### src/rtl/fetch_unit.sv
// rtl/fetch_unit.sv - instruction fetch unit with 2-entry instruction buffer
//
// Purpose:
//   Fetches instructions from a request/acknowledge instruction memory and
//   buffers up to two {pc, inst} pairs for the decode stage. At most one memory
//   request is outstanding. A redirect flushes the buffer and restarts fetch
//   at a new address.
//
// Ports:
//   CLK          clock, all state updates on posedge
//   RST_N        asynchronous active-low reset
//   STALL        downstream not accepting; head entry is held
//   REDIRECT     flush buffer and refetch from REDIRECT_PC
//   REDIRECT_PC  redirect target address
//   IMEM_REQ     memory request (held until IMEM_ACK)
//   IMEM_ADDR    memory request address (held until IMEM_ACK)
//   IMEM_ACK     IMEM_RDATA valid; completes the outstanding request
//   IMEM_RDATA   fetched instruction
//   INST_VALID   buffer head valid
//   INST         instruction at buffer head
//   INST_PC      address of INST

module fetch_unit #(
  parameter int ADDR_W = 16,
  parameter int INST_W = 16,
  parameter logic [ADDR_W-1:0] RESET_PC = 16'h0000
) (
  input  logic              CLK,
  input  logic              RST_N,
  input  logic              STALL,
  input  logic              REDIRECT,
  input  logic [ADDR_W-1:0] REDIRECT_PC,
  output logic              IMEM_REQ,
  output logic [ADDR_W-1:0] IMEM_ADDR,
  input  logic              IMEM_ACK,
  input  logic [INST_W-1:0] IMEM_RDATA,
  output logic              INST_VALID,
  output logic [INST_W-1:0] INST,
  output logic [ADDR_W-1:0] INST_PC
);

  // RUN: no request outstanding. WAIT: request outstanding, data will be kept.
  // DISCARD: request outstanding, but a redirect happened; its data is dropped.
  typedef enum logic [1:0] {
    ST_RUN     = 2'd0,
    ST_WAIT    = 2'd1,
    ST_DISCARD = 2'd2
  } state_e;

  state_e              state_q, state_d;
  logic                req_q, req_d;
  logic [ADDR_W-1:0]   addr_q, addr_d;
  logic [ADDR_W-1:0]   pc_q, pc_d;        // next address to fetch
  logic [1:0]          cnt_q, cnt_d;      // buffer occupancy 0..2
  logic [ADDR_W-1:0]   pc0_q, pc0_d;      // slot 0 is always the head
  logic [INST_W-1:0]   inst0_q, inst0_d;
  logic [ADDR_W-1:0]   pc1_q, pc1_d;
  logic [INST_W-1:0]   inst1_q, inst1_d;

  logic                push;
  logic                pop;
  logic                slot_free;
  logic [1:0]          fill;

  always_comb begin
    push      = (state_q == ST_WAIT) && IMEM_ACK && !REDIRECT;
    pop       = (cnt_q != 2'd0) && !STALL && !REDIRECT;
    // The request channel is free if nothing is outstanding or the
    // outstanding request completes this cycle.
    slot_free = (state_q == ST_RUN) || IMEM_ACK;
    // Occupancy left after the pop; the pushed entry lands right behind it.
    fill      = cnt_q - {1'b0, pop};

    // Buffer
    cnt_d   = cnt_q;
    pc0_d   = pc0_q;
    inst0_d = inst0_q;
    pc1_d   = pc1_q;
    inst1_d = inst1_q;
    if (REDIRECT) begin
      cnt_d = 2'd0;
    end else begin
      cnt_d = fill + {1'b0, push};
      if (pop) begin
        pc0_d   = pc1_q;
        inst0_d = inst1_q;
      end
      if (push) begin
        if (fill == 2'd0) begin
          pc0_d   = addr_q;
          inst0_d = IMEM_RDATA;
        end else begin
          pc1_d   = addr_q;
          inst1_d = IMEM_RDATA;
        end
      end
    end

    // Fetch PC
    if (REDIRECT) begin
      pc_d = REDIRECT_PC;
    end else if (push) begin
      pc_d = pc_q + 1'b1;
    end else begin
      pc_d = pc_q;
    end

    // Request FSM. When a request completes and there is room, the unit
    // passes through RUN within the same cycle and issues the next request
    // straight away, so back-to-back fetches need no idle cycle.
    state_d = state_q;
    req_d   = req_q;
    addr_d  = addr_q;
    if (slot_free) begin
      if (cnt_d != 2'd2) begin
        state_d = ST_WAIT;
        req_d   = 1'b1;
        addr_d  = pc_d;
      end else begin
        state_d = ST_RUN;
        req_d   = 1'b0;
      end
    end else if (REDIRECT) begin
      // Old request must stay on the bus until acked; remember to drop it.
      state_d = ST_DISCARD;
    end
  end

  always_ff @(posedge CLK or negedge RST_N) begin
    if (!RST_N) begin
      state_q <= ST_RUN;
      req_q   <= 1'b0;
      addr_q  <= RESET_PC;
      pc_q    <= RESET_PC;
      cnt_q   <= 2'd0;
      pc0_q   <= '0;
      inst0_q <= '0;
      pc1_q   <= '0;
      inst1_q <= '0;
    end else begin
      state_q <= state_d;
      req_q   <= req_d;
      addr_q  <= addr_d;
      pc_q    <= pc_d;
      cnt_q   <= cnt_d;
      pc0_q   <= pc0_d;
      inst0_q <= inst0_d;
      pc1_q   <= pc1_d;
      inst1_q <= inst1_d;
    end
  end

  assign IMEM_REQ   = req_q;
  assign IMEM_ADDR  = addr_q;
  assign INST_VALID = (cnt_q != 2'd0);
  assign INST       = inst0_q;
  assign INST_PC    = pc0_q;

endmodule
### config.mk
export PLATFORM = sky130hd
export DESIGN_NAME = fetch_unit
export DESIGN_NICKNAME = d
export VERILOG_FILES = /design/src/rtl/fetch_unit.sv
export SDC_FILE = /design/constraint.sdc
export NUM_CORES = 1
export LEC_CHECK = 0
export BUFFER_PORTS_ARGS = -buffer_cell sky130_fd_sc_hd__buf_2
export CORE_MARGIN = 2
export CORE_UTILIZATION = 35
export CTS_BUF_LIST = sky130_fd_sc_hd__clkbuf_2 sky130_fd_sc_hd__clkbuf_4 sky130_fd_sc_hd__clkbuf_8
export DETAILED_ROUTE_END_ITERATION = 7
export PLACE_DENSITY = 0.54
export SLEW_MARGIN = 20
export SYNTH_ARGS = -nofsm -noshare
export SYNTH_HDL_FRONTEND = slang
export SYNTH_SLANG_ARGS = --single-unit
### constraint.sdc
create_clock -name CLK -period 3.49 [get_ports CLK]
set_input_delay 0.698 -clock CLK [delete_from_list [all_inputs] [get_ports CLK]]
set_output_delay 0.698 -clock CLK [all_outputs]
set_load 0.01 [all_outputs]
==> flow_metrics.tcl, run 1 <==
set metrics [dict create \
    drive_gt1_share_pct 33.0 \
    dieArea_sq_um 13800 \
    rsz0062_at_grt "false" \
    p_switching_mw 1.22 \
    hold_viol 0 \
    drt-vias-per-instance 5.00 \
    ant_nets 0 \
    cap_violations 0 \
    power_mw 3.64 \
    gr-total-overflow 0 \
    fp-row-count 41 \
    antenna_cells 0 \
    die_y_um 118 \
    holdCritPathClass "input pin to asynchronous set/reset pin" \
    min_period_ns 2.90 \
    drc 0 \
    pre_cts_ws_ns 0.185 \
    instances_no_fill 669 \
    synth_edf_count 0 \
    yosys.area.top_type "dfrtp_1" \
    clk_path_buf_depth 2 \
    status "complete, no violations" \
    synth_flop_cell "dfrtp_1" \
    fmax_mhz 344 \
    ys_top_cells_by_area "dfrtp_1, mux2_2, o31ai_1, nand2_1, nor3_1" \
    yosysUniqueCellTypes 39 \
    seq_power_share_pct 51.6 \
    critPathLaunchType "input pin" \
    final_core_util_pct 42.2 \
    fin_skew_ns 0.00620 \
    syn-num-nets 451 \
    slew_headroom_pct 49.3 \
    holdBufCountCts 0 \
    dr.pass1.iters 4 \
    grt_start_max_net_pins 61 \
    worstPathCellList "buf_2 -> or3_1 -> inv_1 -> ha_1 -> inv_1 -> ha_1 -> xnor3_1 -> or3_1 -> nand2_2 -> mux2_2" \
    syn-cell-area_sq_um 4520 \
    area_growth_pct 17.8 \
    clk_pin_slew_ns 0.09 \
    cp_num_buf_inv 3 \
    wl_per_cell_um 16.3 \
    place_hpwl_um 7320 \
    r2r_end "IMEM_ADDR[10]" \
    syn_area_per_cell_sq_um 11.0 \
    post_cts_buffers 0 \
    setup_violations 0 \
    critical_path.max_fanout 16 \
    place.gp.congestion 0.741 \
    cp_slowest_cell "or3_1" \
    synth_top_area_share_pct 55.9 \
    required_ns 3.75 \
    synth_most_common_cell "dfrtp_1" \
    yosys_warnings 0 \
    intPower_mw 2.42 \
    coreArea_sq_um 12600 \
    clockRootBuffer "clkbuf_8" \
    io_pins 87 \
    wl_um 10900 \
    cts_htree_levels 3 \
    synthCells 411 \
    synth-async-reset-ratio_pct 100 \
    leakagePower_nw 2.38 \
    p_sw_share_pct 33.5 \
    initial_utilization_pct 35.8 \
    cts_tree "yes" \
    regToRegSetupSlack_ns 0.65 \
    fp.dieW_um 118 \
    worstMarginPinSlew_ns 0.761 \
    worstRegToRegCells 10 \
    synth_top_cells_by_count "dfrtp_1, nand2_1, mux2_2, nor2_1, nor3_1" \
    grt_antenna_before_repair 0 \
    synth-seq-cells 101 \
    crit_type "input pin to register" \
    dp_cells 653 \
    cp_data_arrival_time_ns 3.17 \
    grt_pass1_vias 3478 \
    cts_sinks 101 \
    crit_family "simple AND/OR/NAND/NOR gates" \
    reg2reg_from "cnt_q[1]" \
    fin_nets 532 \
    tns_ns 0 \
    ys_seq_area_share_pct 55.9 \
    drt_iter0_markers 225 \
    endpoint_kind "register" \
    grt_pass1_wl_um 18600 \
    p_comb_share_pct 29.9 \
    slew_violations 0 \
    io_buffers 86 \
    ir_drop_mv 0.360 \
    cts_resized 0 \
    max_stage_delay_ns 0.42 \
    setup_slack_ns 0.585 \
    cts_buffers 9 \
    vias 3347 \
    track_usage_pct 16.8 \
    clock_latency_ns 0.37 \
    clkPwrFrac_pct 18.6 \
    fin_crit_sh_pct 83.2 \
    p_per_area_nw_per_um2 684 \
]
stage by stage:
stage / area [sq um] / hold slack (ns)
floorplan: 4520 / 0.402
global placement: 5150 / 0.483
detailed placement: 5150 / 0.492
CTS: 5330 / 0.415
global route: 5330 / 0.438
finish: 5330 / 0.388
state kept, by name, indices dropped and copies added (netlist names):
register and count:
pc_q 16, state_q 2, IMEM_REQ 1, IMEM_ADDR 16, INST 16, cnt_q 2
pc1_q 16, inst1_q 16, INST_PC 16
worst max path at each step:
stage / start / end / slack [ns] / cells past startpoint
finish: REDIRECT / IMEM_ADDR[10] / 0.59 / 10
global route: cnt_q[1] / IMEM_ADDR[10] / 0.43 / 10
CTS: REDIRECT / IMEM_ADDR[10] / 0.59 / 10
detailed placement: REDIRECT / IMEM_ADDR[10] / 0.19 / 10
global placement: REDIRECT / IMEM_ADDR[1] / 0.23 / 10
floorplan: STALL / IMEM_ADDR[10] / 0.03 / 14
final cells by class:
cell class                 count  area [sq um]
clock inverter                 6          40.0
inverter                       6          22.5
sequential                   101          2530
multi-input combinational    278          1870
timing repair buffer          96           520
fill                        1264          7290
clock buffer                  10           131
tap                          172           215
per-layer routing:
layer,wire [um],track usage (%),up-vias,part of all wire [%]
li1,-,-,1610,-
met1,5110,22.9,1654,47
met2,5170,26.9,74,47
met3,472,3.88,9,4.3
met4,131,4.97,0,1.2
met5,0,0,-,0
cell usage in the layout (no fill, tap or decap), types with 2 or more instances in the layout:
master	n
nor3_1	30
nand2_1	50
buf_2	85
or3_1	3
mux2_1	2
ha_1	3
a21oi_1	8
mux2i_1	5
inv_1	5
and3_1	8
mux2_2	46
clkinvlp_4	4
o31ai_1	27
nor2_1	34
nor2b_1	4
clkbuf_8	9
nor4_1	2
o21ai_0	15
clkinv_2	2
a221o_1	2
nand4_1	7
xnor2_1	8
xor2_1	3
nand3_1	6
dfrtp_1	101
buf_4	10
cell families (layout without fill, tap and decap cells):
family                   count (synthesis)  count (layout)  synth area share [%]
multiplexers                            53              53                  13.1
AND/OR/NAND/NOR                        151             151                  15.9
AO/OA/AOI/OAI                           59              59                  8.64
flip-flops                             101             101                  55.9
buffers and inverters                   32             118                  3.02
XOR/XNOR                                12              12                  2.63
adder cells (fa/ha/maj)                  3               3                 0.830
power groups by stage:
stage,registers [mW],logic (mW),clock network [mW]
after global placement,1.89,1.09,0
after CTS,1.89,1.11,0.704
after floorplan,1.95,0.587,0
after global routing,1.94,1.22,0.754
after detailed placement,1.90,1.11,0
final,1.88,1.09,0.676
(Power assumes the default switching activity.)
==> run 2: changes to the inputs <==
- ABC_AREA: unset -> 1
- PLACE_DENSITY: 0.54 -> 0.56
- clock period: 3.49 -> 2.54 ns (I/O delays scaled with it)
==> flow_metrics.tcl, run 2 <==
set metrics [dict create \
    wl_per_cell_um 13.8 \
    tns_ns 0 \
    slew_headroom_pct 65.2 \
    antenna_cells 0 \
    ys_top_cells_by_area "dfrtp_1, nand2_1, mux2_2, nand3_1, inv_1" \
    worstPathCellList "nor2_1 -> nor3_2 -> buf_4 -> inv_1 -> nand2_1 -> o221ai_1 -> inv_1" \
    final_area_sq_um 5570 \
    cp_slowest_cell "nand2_1" \
    fp-row-count 42 \
    dr.pass1.iters 4 \
    fp.dieW_um 120 \
    cts_resized 0 \
    synth-seq-cells 101 \
    cts_htree_levels 3 \
    p_sw_share_pct 33.0 \
    leakagePower_nw 2.87 \
    fillers 1338 \
    fmax_mhz 456 \
    wl_um 10900 \
    endpoint_kind "register" \
    area_growth_pct 18.8 \
    dieArea_sq_um 14400 \
    status "complete, no violations" \
    synth_most_common_cell "nand2_1" \
    die_y_um 120 \
    yosys_warnings 0 \
    vias 3755 \
    fin_crit_sh_pct 86.3 \
    fin_skew_ns 0.0107 \
    track_usage_pct 16.1 \
    seq_power_share_pct 47.3 \
    synth_top_cells_by_count "nand2_1, dfrtp_1, inv_1, nand3_1, o21ai_0" \
    final_common_cell "nand2_1" \
    drc 0 \
    clkPwrFrac_pct 22.9 \
    drt-vias-per-instance 4.77 \
    setup_violations 0 \
    initial_utilization_pct 35.6 \
    yosys.area.top_type "dfrtp_1" \
    required_ns 2.80 \
    ys_seq_area_share_pct 53.9 \
    holdCritPathClass "input pin to register" \
    synth_top_area_share_pct 53.9 \
    grt_antenna_before_repair 0 \
    grt_pass1_wl_um 18300 \
    crit_path_frequent_cell "inv_1" \
    rsz0062_at_grt "false" \
    post_cts_buffers 0 \
    final_cell_mix "nand2_1, dfrtp_1, buf_2, inv_1, nand3_1" \
    syn-num-nets 561 \
    intPower_mw 3.64 \
    grt_pass1_vias 3688 \
    io_buffers 86 \
    p_switching_mw 1.79 \
    slew_violations 0 \
    cp_data_arrival_time_ns 2.46 \
    ant_nets 0 \
    fin_nets 647 \
    clockRootBuffer "clkbuf_8" \
    critical_path.max_fanout 20 \
    syn-cell-area_sq_um 4690 \
    yosysUniqueCellTypes 35 \
    synthCells 521 \
    clk_path_buf_depth 2 \
    cap_violations 0 \
    drt_iter0_markers 240 \
    place_hpwl_um 7920 \
    cts_buffers 9 \
    gr-total-overflow 0 \
    p_per_area_nw_per_um2 974 \
    synth_edf_count 0 \
    worstMarginPinSlew_ns 0.520 \
    place_area_sq_um 5320 \
    synth_flop_cell "dfrtp_1" \
    clock_latency_ns 0.38 \
    coreArea_sq_um 13200 \
    critPathLaunchType "register" \
    syn_area_per_cell_sq_um 9.01 \
    hold_viol 0 \
    clk_pin_slew_ns 0.10 \
    grt_start_max_net_pins 60 \
    cts_tree "yes" \
    drive_gt1_share_pct 25.3 \
    crit_type "register to register" \
    synth-async-reset-ratio_pct 100 \
    p_comb_share_pct 29.8 \
    cts_sinks 101 \
    ir_drop_mv 0.457 \
    io_pins 87 \
    max_stage_delay_ns 0.45 \
    place.gp.congestion 0.854 \
    min_period_ns 2.19 \
]
[run 2: cell count changes after synthesis, moves of 6 or more]
cell      previous run  this run
and3_1               9         0
nand3_1              6        51
nor3_1              30         2
xnor2_1              8         2
mux2_2              46        24
nor2_1              34        26
o31ai_1             27         1
inv_1                5        61
o221ai_1             0        12
a21oi_1              9         1
nand2_1             50       139
o21ai_0             15        32
[run 2: area by class of cell]
| cell class | count | area [sq um] | area share, % |
|---|---|---|---|
| inverters | 63 | 239 | 4.29 |
| clock inverters | 4 | 95.1 | 1.71 |
| clock buffers | 12 | 153 | 2.74 |
| flip-flops and latches | 101 | 2530 | 45.3 |
| multi-input cells | 333 | 1790 | 32.2 |
| well taps | 176 | 220 | 3.95 |
| repair buffers | 99 | 546 | 9.79 |
[run 2: timing repair]
item / CTS / global route
hold buffers: 1 / 0
endpoints found under the hold margin: 16 / 0
endpoints found under the setup margin: 0 / 0
[run 2: path summary, 6_finish.rpt]
path | start | to | slack [ns] | depth (start not counted)
worst max-delay path | cnt_q[1] | INST_PC[2] | 0.35 | 7
worst min-delay path | IMEM_RDATA[11] | INST[11] | 0.37 | 3
worst max register to register | cnt_q[1] | INST_PC[2] | 0.35 | 7
worst min register to register | inst1_q[12] | inst1_q[12] | 0.49 | 2
max in group asynchronous | RST_N | INST_PC[3] | 1.37 | 3
min in group asynchronous | RST_N | cnt_q[0] | 0.53 | 2
[run 2: kinds of logic (layout without fill, tap and decap cells)]
family | Yosys count | in the layout | synth area share, %
flip-flops | 101 | 101 | 53.9
multiplexers | 24 | 24 | 5.76
buffers and inverters | 87 | 178 | 7.92
AND/OR/NAND/NOR | 240 | 240 | 22.5
XOR/XNOR | 6 | 6 | 1.12
adder cells (fa/ha/maj) | 3 | 3 | 0.800
AO/OA/AOI/OAI | 60 | 60 | 8.05
[run 2: layer usage]
metal / vias up / GRT usage, % / wire [um]
li1: 1852 / - / -
met1: 1791 / 21.5 / 5130
met2: 100 / 25.2 / 4930
met3: 12 / 5.04 / 695
met4: 0 / 4.49 / 144
met5: - / 0 / 0
[run 2: through the flow]
step | total power [mW] | setup slack, ns | util [%] | hold slack (ns) | cells
6_report | 5.43 | 0.347 | 42.3 | 0.368 | 788
3_5_place_dp | 4.25 | 0.198 | 40.3 | 0.402 | 771
4_1_cts | 5.51 | 0.331 | 42.3 | 0.343 | 788
2_1_floorplan | 3.58 | 0.140 | - | 0.212 | 521
5_1_grt | 5.86 | 0.141 | 42.3 | 0.358 | 788
3_3_place_gp | 4.20 | 0.216 | 40.3 | 0.407 | 771
[run 2: worst max-delay path: cells and delay by family (launching register included)]
family | cells | cell delay (ns)
AO/OA/AOI/OAI | 1 | 0.29
buffers and inverters | 3 | 0.68
flip-flops | 1 | 0.42
AND/OR/NAND/NOR | 3 | 0.67
[run 2: power groups by stage]
stage / sequential (mW) / clock [mW] / combinational [mW]
2_1_floorplan: 2.68 / 0 / 0.901
3_3_place_gp: 2.59 / 0 / 1.61
3_5_place_dp: 2.61 / 0 / 1.65
4_1_cts: 2.58 / 1.28 / 1.65
5_1_grt: 2.65 / 1.37 / 1.84
6_report: 2.57 / 1.24 / 1.62
==> run 3: changes to the inputs <==
- CORE_UTILIZATION: 35 -> 58
- PLACE_DENSITY: 0.56 -> 0.82
- clock period: 2.54 -> 2.3 ns (I/O delays scaled with it)
==> flow_metrics.tcl, run 3 (synthesis gave the netlist of run 2 again) <==
set metrics [dict create \
    status "complete, no violations" \
    required_ns 2.55 \
    p_per_area_nw_per_um2 1060 \
    final_common_cell "nand2_1" \
    grt_pass1_wl_um 17800 \
    slew_violations 0 \
    ant_nets 0 \
    multiInputGateArea_sq_um 1810 \
    io_buffers 86 \
    top_layer "met4" \
    area_growth_pct 17.3 \
    final_cell_mix "nand2_1, dfrtp_1, buf_2, inv_1, nand3_1" \
    drt_iter0_markers 220 \
    cts_buffers 9 \
    clockRootBuffer "clkbuf_8" \
    cp_data_arrival_time_ns 2.48 \
    fp-row-count 32 \
    gr-total-overflow 0 \
    place_hpwl_um 7600 \
    track_usage_pct 25.8 \
    clock_latency_ns 0.36 \
    io_pins 87 \
    crit_type "register to register" \
    regToRegSetupSlack_ns 0.07 \
    critPathLaunchType "register" \
    min_period_ns 2.23 \
    critical_path.max_fanout 6 \
    cts_htree_levels 3 \
    wl_per_cell_um 15.1 \
    reg2reg_from "cnt_q[1]" \
    coreArea_sq_um 7770 \
    place_area_sq_um 5240 \
    slew_headroom_pct 64.1 \
    wl_met1_um 4790 \
    dr.pass1.iters 4 \
    fin_hold_ws_ns 0.0527 \
    dp_cells 696 \
    fp.dieW_um 94.0 \
    leakagePower_nw 2.87 \
    ir_drop_mv 0.608 \
    fmax_mhz 449 \
    worstRegToRegCells 14 \
    drt-vias-per-instance 5.36 \
    instances_no_fill 717 \
    grt_start_max_net_pins 68 \
    grt_pass1_vias 3804 \
    fin_skew_ns 0.0119 \
    cap_violations 0 \
    die_y_um 94.0 \
    wl_um 10800 \
    wl_met2_um 5110 \
    r2r_end "IMEM_ADDR[5]" \
    clk_path_buf_depth 2 \
    place.gp.congestion 0.873 \
    hold_viol 0 \
    initial_utilization_pct 60.4 \
    cts_tree "yes" \
    endpoint_kind "register" \
    vias 3845 \
    dieArea_sq_um 8830 \
    worstMarginPinSlew_ns 0.538 \
    holdCritPathClass "input pin to asynchronous set/reset pin" \
    seqCellArea_sq_um 2530 \
    cts_sinks 101 \
    setup_violations 0 \
    clk_pin_slew_ns 0.09 \
    fin_crit_sh_pct 96.9 \
    routed-wl-met3_um 676 \
    fillers 603 \
    drc 0 \
    grt_antenna_before_repair 0 \
    drive_gt1_share_pct 26.8 \
    antenna_cells 0 \
    final_area_sq_um 5500 \
    fin_nets 651 \
    holdBufCountCts 0 \
]
==> run 3: cell type report <==
cell class	count	area share [%]
Multi-Input combinational cell	333	32.8
Tap cell	102	2.32
Sequential cell	101	45.9
Inverter	63	4.41
Clock buffer	10	2.50
Timing Repair Buffer	103	11.0
Clock inverter	5	1.07
==> run 3: routing by layer <==
layer,track usage [%],up-vias
li1,-,1859
met1,34.8,1831
met2,41.4,130
met3,6.50,25
met4,7.61,0
met5,0,-
==> run 3: worst max-delay path: stages, from the launching register on <==
cell and delay (ns):
dfrtp_1 0.43, nor2_2 0.15, nor3_2 0.06, ha_1 0.32, inv_1 0.05, ha_2 0.17, inv_1 0.05, nand2_1 0.08
nand3_2 0.11, inv_2 0.06, a21oi_4 0.21, clkinvlp_4 0.13, buf_2 0.17, nand2_1 0.07, nand2_1 0.05
==> run 3: power by group <==
part | internal, mW | switching (mW) | total (mW)
clock network | 0.529 | 0.600 | 1.13
logic | 0.844 | 1.03 | 1.87
registers | 2.44 | 0.422 | 2.86
==> run 3: how the worst max path moves through the flow <==
stage / to / slack [ns] / start / cells after the start
finish: IMEM_ADDR[5] / 0.07 / cnt_q[1] / 14
detailed placement: state_q[0] / 0.03 / REDIRECT / 12
global route: IMEM_ADDR[5] / -0.06 / cnt_q[1] / 14
global placement: INST_PC[2] / 0.14 / REDIRECT / 7
floorplan: state_q[0] / 0.06 / REDIRECT / 14
CTS: IMEM_ADDR[7] / 0.1 / cnt_q[1] / 13
==> run 3: what timing repair did <==
| item | in CTS | in global routing |
|---|---|---|
| buffers inserted | 0 | 6 |
| hold endpoints to repair | 0 | 0 |
| endpoints found under the setup margin | 0 | 30 |
| resized for setup | 0 | 8 |
==> run 3: stage by stage <==
step	util (%)	total power, mW	TNS [ns]	setup slack (ns)
6_report	70.9	5.86	0	0.0721
2_1_floorplan	-	3.96	0	0.0591
4_1_cts	70.0	5.83	0	0.0968
3_3_place_gp	67.5	4.60	0	0.141
3_5_place_dp	67.5	4.71	0	0.0317
5_1_grt	70.9	6.27	-0.528	-0.0644
